===== src/rtl/if_stage.sv =====
// Instruction-fetch stage with IF/ID pipeline register, RUN/HALT fetch control.
// Optional fetch/bubble performance counters are enabled with IF_PERF_CNT_EN.
module if_stage #(
  parameter int unsigned ADDR_WIDTH = 8,
  parameter logic [15:0] NOP_INSTR  = 16'hF000
) (
  input  logic                  clk_i,
  input  logic                  rst_n_i,
  output logic [ADDR_WIDTH-1:0] imem_addr_o,
  input  logic [15:0]           imem_data_i,
  input  logic                  imem_valid_i,
  input  logic                  pcstall_i,
  input  logic                  ifid_stall_i,
  input  logic                  ifid_flush_i,
  input  logic                  branch_taken_i,
  input  logic [ADDR_WIDTH-1:0] branch_target_i,
  output logic [15:0]           ifid_instr_o,
  output logic [ADDR_WIDTH-1:0] ifid_pc_o,
  output logic                  ifid_valid_o,
  output logic [3:0]            opcode_o,
  output logic                  halted_o
`ifdef IF_PERF_CNT_EN
  ,
  output logic [15:0]           fetch_cnt_o,
  output logic [15:0]           bubble_cnt_o
`endif
);

  localparam logic [3:0] OP_STOP = 4'b0111;

  typedef enum logic {
    RUN,
    HALT
  } state_t;

  state_t                state;
  logic [ADDR_WIDTH-1:0] pc;
  logic                  fetch_ok;
  logic                  ifid_load;
  logic                  ifid_bubble;
  logic                  ifid_kill;
  logic                  pc_hold;
  logic                  stop_load;

  assign imem_addr_o = pc;
  assign opcode_o    = ifid_instr_o[15:12];

  always_comb begin
    fetch_ok    = 1'b0;
    ifid_kill   = 1'b0;
    ifid_load   = 1'b0;
    ifid_bubble = 1'b0;
    pc_hold     = 1'b0;
    stop_load   = 1'b0;

    fetch_ok    = (state == RUN) && imem_valid_i && !pcstall_i;
    ifid_kill   = ifid_flush_i || branch_taken_i;
    // A stall without kill holds IF/ID; every other non-load cycle inserts a bubble.
    ifid_load   = !ifid_kill && !ifid_stall_i && fetch_ok;
    ifid_bubble = ifid_kill || (!ifid_stall_i && !fetch_ok);
    pc_hold     = pcstall_i || (state == HALT) || !imem_valid_i;
    stop_load   = ifid_load && (imem_data_i[15:12] == OP_STOP);
  end

  always_ff @(posedge clk_i or negedge rst_n_i) begin
    if (!rst_n_i) begin
      state        <= RUN;
      halted_o     <= 1'b0;
      pc           <= '0;
      ifid_instr_o <= NOP_INSTR;
      ifid_pc_o    <= '0;
      ifid_valid_o <= 1'b0;
    end else begin
      if (branch_taken_i) begin
        pc <= branch_target_i;
      end else if (!pc_hold) begin
        pc <= pc + ADDR_WIDTH'(1);
      end

      if (ifid_load) begin
        ifid_instr_o <= imem_data_i;
        ifid_pc_o    <= pc;
        ifid_valid_o <= 1'b1;
      end else if (ifid_bubble) begin
        ifid_instr_o <= NOP_INSTR;
        ifid_pc_o    <= pc;
        ifid_valid_o <= 1'b0;
      end

      // A taken branch means any loaded STOP was on the wrong path.
      case (state)
        RUN: begin
          if (stop_load) begin
            state    <= HALT;
            halted_o <= 1'b1;
          end
        end
        HALT: begin
          if (branch_taken_i) begin
            state    <= RUN;
            halted_o <= 1'b0;
          end
        end
        default: begin
          state    <= RUN;
          halted_o <= 1'b0;
        end
      endcase
    end
  end

`ifdef IF_PERF_CNT_EN
  always_ff @(posedge clk_i or negedge rst_n_i) begin
    if (!rst_n_i) begin
      fetch_cnt_o  <= '0;
      bubble_cnt_o <= '0;
    end else begin
      if (ifid_load) begin
        fetch_cnt_o <= fetch_cnt_o + 16'd1;
      end
      if (ifid_bubble) begin
        bubble_cnt_o <= bubble_cnt_o + 16'd1;
      end
    end
  end
`endif

endmodule


===== config.mk =====
export PLATFORM = sky130hd
export DESIGN_NAME = if_stage
export DESIGN_NICKNAME = d
export VERILOG_FILES = /design/src/rtl/if_stage.sv
export SDC_FILE = /design/constraint.sdc
export NUM_CORES = 1
export LEC_CHECK = 0
export ABC_AREA = 1
export BUFFER_PORTS_ARGS = -buffer_cell sky130_fd_sc_hd__buf_4
export CAP_MARGIN = 30
export CORE_MARGIN = 2
export CORE_UTILIZATION = 50
export CTS_CLUSTER_SIZE = 12
export DETAILED_ROUTE_END_ITERATION = 6
export PLACE_DENSITY = 0.79
export RECOVER_POWER = 100
export SLEW_MARGIN = 20
export SYNTH_ARGS = -nofsm -noshare
export SYNTH_HDL_FRONTEND = slang
export SYNTH_SLANG_ARGS = --single-unit

===== constraint.sdc =====
create_clock -name clk_i -period 2.48 [get_ports clk_i]
set_clock_uncertainty 0.1 [all_clocks]
set_input_delay 0.248 -clock clk_i [delete_from_list [all_inputs] [get_ports clk_i]]
set_output_delay 0.248 -clock clk_i [all_outputs]
set_load 0.01 [all_outputs]

# Yosys cells after proc, flatten, opt, wreduce, memory -nomap -nowiden

Cells that the tools add are included.

Input port bits: 31
Output and inout bits: 38
Word-level logic and storage cells: 43
Register bits: 35

Add/subtract/negate cells: 1
Reduce and logical (&&, ||, !) cells: 17
Muxes and demuxes: 14
Equal/unequal tests: 4
Bitwise logic cells: 1

Operator list:

| kind                | number |
|---|---|
| $mux 16             | 2 |
| $mux 8              | 4 |
| $add 8x1->8 const B | 1 |
| $logic_and 1x1->1   | 6 |
| $mux 1              | 6 |
| $ne 2x2->1 const B  | 3 |
| $logic_not 1->1     | 5 |
| $eq 4x3->1 const B  | 1 |
| $logic_or 1x1->1    | 4 |
| $pmux 1 s2          | 2 |
| $reduce_and 2->1    | 1 |
| $reduce_bool 2->1   | 1 |
| $not 1->1           | 1 |

# Depth between registers and ports, before layout

Depth after elaboration: 8
Depth in mapped cells: 7
Mapped depth without buffers: 7

# Least setup slack after synthesis

No wires, ideal clock.

Path type: flip-flop to flip-flop
Start: register pc[1], in the netlist imem_addr_o[1]
End: register pc[4], in the netlist imem_addr_o[4]
Data required time: 2253 ps
Slack: 1244 ps
Setup time: 127 ps
Arrival: 1008 ps
Period minus slack after synthesis: 1236 ps
Path buffers: 0
Cell stages (with the launch flop): 7
Path through: dfrtp_1 ha_1 nand3_1 nand2_1 nand2_1 nor2_1 o21ai_0

Cells in the longest elaborated chain, start to end: 3

Ends and longest elaborated chain:

| item                     | line | source |
|---|---|---|
| start: declaration       | 37   | `logic [ADDR_WIDTH-1:0] pc;` |
| start signal: assignment | 75   | `pc <= branch_target_i;` |
| start signal: assignment | 77   | `pc <= pc + ADDR_WIDTH'(1);` |
| $add 8x1->8              | 77   |  |
| $mux 8                   | 76   | `end else if (!pc_hold) begin` |
| $mux 8                   | 74   | `if (branch_taken_i) begin` |

No other way between the ends. The select of a mux whose other input is x is not followed.
A chain may end at the register's enable or synchronous reset.

# Final worst setup path

Start: input port branch_taken_i
End: register ifid_pc_o[5]

Cells in the longest elaborated chain, start to end: 5
Elaborated cells between the ends (all ways): 7
Those cells by class: mux: 1; reduce/logical: 6

Ends and longest elaborated chain:

| item                                               | line | source |
|---|---|---|
| start: declaration                                 | 15   | `input logic branch_taken_i,` |
| $logic_or 1x1->1 *                                 | 57   | `ifid_kill = ifid_flush_i \|\| branch_taken_i;` |
| $logic_not 1->1                                    | 59   | `ifid_load = !ifid_kill && !ifid_stall_i && fetch_ok;` |
| $logic_and 1x1->1 (2 in a row)                     | 59   |  |
| $mux 8 / $reduce_bool 2->1 (equally long branches) | --   |  |
| end signal: assignment                             | 82   | `ifid_pc_o <= pc;` |
| end signal: assignment                             | 86   | `ifid_pc_o <= pc;` |
| end: declaration                                   | 18   | `output logic [ADDR_WIDTH-1:0] ifid_pc_o,` |

Every way passes the cells marked *; elsewhere a longest branch is shown, timed or not.

==> flow_metrics.py <==
metrics = {
    "place": {
        "post-dp-hpwl_um": 2659,
        "placed_area_sq_um": 2100,
        "io_buffer_count": 68,
        "gp_congestion": 0.7839,
    },
    "timing": {
        "rsz0062_at_grt": "false",
        "drv_slew": 0,
        "setup_tns_ns": 0,
        "hold_ws_ns": 0.01952,
        "worst_pin_slew_ns": 0.8386,
        "finalCritPeriodShare": 0.6925,
        "period_needed_ns": 1.717,
        "fmax_mhz": 582.3,
        "hold_violations": 0,
        "setup-violations-final": 0,
        "relSlewSlack": 0.4409,
    },
    "floorplanning": {
        "rows": 20,
        "initial_utilization": 0.5279,
        "core-area_sq_um": 3053,
        "dieArea_sq_um": 3693,
        "die_y_um": 60.77,
        "io_pins": 69,
        "fp.dieW_um": 60.77,
    },
    "drt": {
        "drt_iter0_drc": 83,
        "firstDrtPassIters": 4,
        "post-route-drc-count": 0,
        "wl_um": 3790,
        "vias": 1457,
        "postRouteAntennaNets": 0,
        "wl_per_cell_um": 12.72,
        "vias_per_cell": 4.889,
    },
    "synthesis": {
        "synthTopCellsByArea": "dfrtp_1 (48%), nand2_1 (15%), dfstp_2 (6.5%), nand3_1 (6.2%), o21ai_0 (3.1%)",
        "yosysMostFrequentCell": "nand2_1",
        "synth_nets": 218,
        "synth_top_cell_by_area": "dfrtp_1",
        "ys_warn_count": 0,
        "synth_top_flop_cell": "dfrtp_1",
        "syn_area_per_cell_sq_um": 8.664,
        "syn_area_sq_um": 1612,
        "synth_cells": 186,
        "synth-seq-area-share": 0.5466,
        "ys_ff_latch": 35,
        "synth_edf_count": 0,
        "yosysTopAreaCellShare": 0.4814,
        "synth-async-reset-ratio": 1.000,
        "synth_common_cells": "nand2_1 (64), dfrtp_1 (31), nand3_1 (20), inv_1 (13)",
        "yosysUniqueCellTypes": 24,
    },
    "global_route": {
        "antenna_found_initial": 0,
        "grt_max_degree": 36,
        "grt_pass1_vias": 1321,
        "grt.total_usage": 0.2215,
        "grt_overflow": 0,
        "grt_first_pass_wirelength_um": 5934,
    },
    "setup_path": {
        "cp.required_ns": 2.59,
        "r2r_start": "state$_DFF_PN0_",
        "slowest_delay_ns": 0.41,
        "crit_path_start_kind": "input port",
        "path_buf_inv": 3,
        "reg2reg_slack_ns": 0.91,
        "crit_fanout": 28,
        "crit_path_top_delay_cell": "clkbuf_1",
        "cp.arrival_ns": 1.83,
        "cp_cell_sequence": "clkbuf_1, inv_1, nand3_1, inv_1, nand2_1, o21ai_0",
        "r2r_cells": 5,
        "critPathTopFamily": "buffers and inverters",
        "end_kind": "register",
        "crit_top_cell": "inv_1",
        "path_class": "input port to register",
        "worstReg2RegEnd": "state$_DFF_PN0_",
    },
    "layout": {
        "antenna_cells": 0,
        "ff_latch_area_sq_um": 880.8,
        "multi_input_area_sq_um": 585.6,
        "layout-drive-gt1-share": 0.1654,
        "nFillCells": 283,
        "fin_util": 0.6824,
        "finalNetCount": 285,
        "area.growth.synth_to_final_pct": 29.27,
        "design_area_sq_um": 2083,
    },
    "power": {
        "p_sw_mw": 0.3635,
        "powerDensity_nw_per_um2": 657.4,
        "vdd_ir_drop_max_uv": 494.5,
        "share_seq_of_total_power": 0.473,
        "pwr-share-comb": 0.150,
        "p_sw_frac": 0.2654,
        "clkPwrFrac": 0.378,
        "internal_power_mw": 1.006,
        "p_leak_nw": 1.044,
    },
    "hold_path": {
        "hold_depth": 3,
        "hold_path_end": "ifid_instr_o[8]$_DFFE_PN0P_",
        "hp-class": "input port to register",
        "hp-start": "imem_data_i[8]",
    },
    "cts": {
        "clockRootBuffer": "clkbuf_4",
        "cts-resized-gates": 0,
        "ctsHtreeMaxLevel": 2,
        "clock-sinks": 35,
        "cts_buffers": 5,
        "cts.clk_slew.worst_paths_ns": 0.11,
        "cts_max_path_buffers": 2,
        "cts_tree": "done",
        "clk_latency_ns": 0.35,
    },
    "flow_run": {
        "drv_cap": 0,
    },
    "status": {
        "status": "finished clean",
    },
}
## cell families after synthesis
family          Yosys count  share of synthesized area
xor+xnor                  1                   0.005436
buf+inv                  26                    0.08540
flops                    35                     0.5466
fa+ha+maj                 1                   0.007763
compound gates           22                    0.08385
simple gates            101                     0.2710
## power groups by stage
stage                     clock (mW)  sequential (mW)  combinational (mW)
after floorplan                    0            0.669              0.0945
after global placement             0            0.659               0.234
after detailed placement           0            0.658               0.237
after CTS                      0.518            0.648               0.241
after global routing           0.558            0.654               0.232
final                          0.517            0.647               0.205
## per-layer routing
layer | part of all wire | up-vias | wire [um] | GRT usage
li1 | - | 739 | - | -
met1 | 0.46 | 664 | 1727 | 0.2985
met2 | 0.47 | 48 | 1767 | 0.3379
met3 | 0.064 | 6 | 243 | 0.07463
met4 | 0.013 | 0 | 51 | 0.07453
met5 | 0 | - | 0 | 0
## worst max-delay path by stage
stage                            startpoint                           end  depth (start not counted)
2_1_floorplan    imem_addr_o[1]$_DFFE_PN0P_    imem_addr_o[4]$_DFFE_PN0P_                          6
3_3_place_gp                 branch_taken_i  ifid_instr_o[12]$_DFFE_PN1P_                          4
3_5_place_dp                 branch_taken_i  ifid_instr_o[14]$_DFFE_PN1P_                          4
4_1_cts        ifid_instr_o[12]$_DFFE_PN1P_              ifid_instr_o[12]                          1
5_1_grt                      branch_taken_i      ifid_pc_o[4]$_DFFE_PN0P_                          6
6_report                     branch_taken_i      ifid_pc_o[5]$_DFFE_PN0P_                          6
## metrics by stage
stage,setup WS (ns),total power [mW],std cells
2_1_floorplan,1.244,0.7638,186
3_3_place_gp,1.074,0.8929,288
3_5_place_dp,1.066,0.8947,288
4_1_cts,1.095,1.407,297
5_1_grt,0.5966,1.444,298
6_report,0.7626,1.369,298
## final cells by class
cell class / count / share of cell area
Sequential cell: 35 / 0.4228
Multi-Input combinational cell: 125 / 0.2811
Timing Repair Buffer: 70 / 0.1904
Clock inverter: 3 / 0.03243
Inverter: 16 / 0.02883
Tap cell: 44 / 0.02643
Clock buffer: 5 / 0.01802
## worst register-to-register path: cells and delay by family (launching register included)
kind,cells,cell delay (ns)
simple gates,3,0.42
flops,1,0.41
buf+inv,1,0.33
compound gates,1,0.23
## state kept, by name, indices dropped and copies added, names as in the netlist
signal	flops
ifid_pc_o	8
imem_addr_o	8
ifid_valid_o	1
halted_o	1
state	1
ifid_instr_o	16
## what timing repair did
| item | in CTS | in global routing |
|---|---|---|
| hold endpoints to repair | 31 | 1 |
| hold buffers | 1 | 1 |
| setup buffers | 0 | 0 |
## layout by cell type (no fill, tap or decap)
| master | count |
|---|---|
| dfrtp_1 | 31 |
| o22a_1 | 3 |
| dlygate4sd3_1 | 2 |
| ha_1 | 1 |
| dfstp_1 | 4 |
| inv_1 | 16 |
| nor3_4 | 1 |
| buf_4 | 32 |
| o211ai_1 | 2 |
| nand2_1 | 65 |
| o21ai_0 | 12 |
| a31oi_1 | 2 |
| o21bai_1 | 1 |
| nand3_1 | 21 |
| nand3b_1 | 1 |
| clkbuf_1 | 35 |
| nand4_1 | 3 |
| clkinvlp_4 | 1 |
| clkbuf_2 | 1 |
| xor2_1 | 1 |
| clkbuf_4 | 5 |
| nor2_1 | 10 |
| bufinv_16 | 2 |
| o2bb2ai_1 | 1 |
| o21ai_1 | 1 |
No activity file was read; power rests on OpenSTA's default activity.
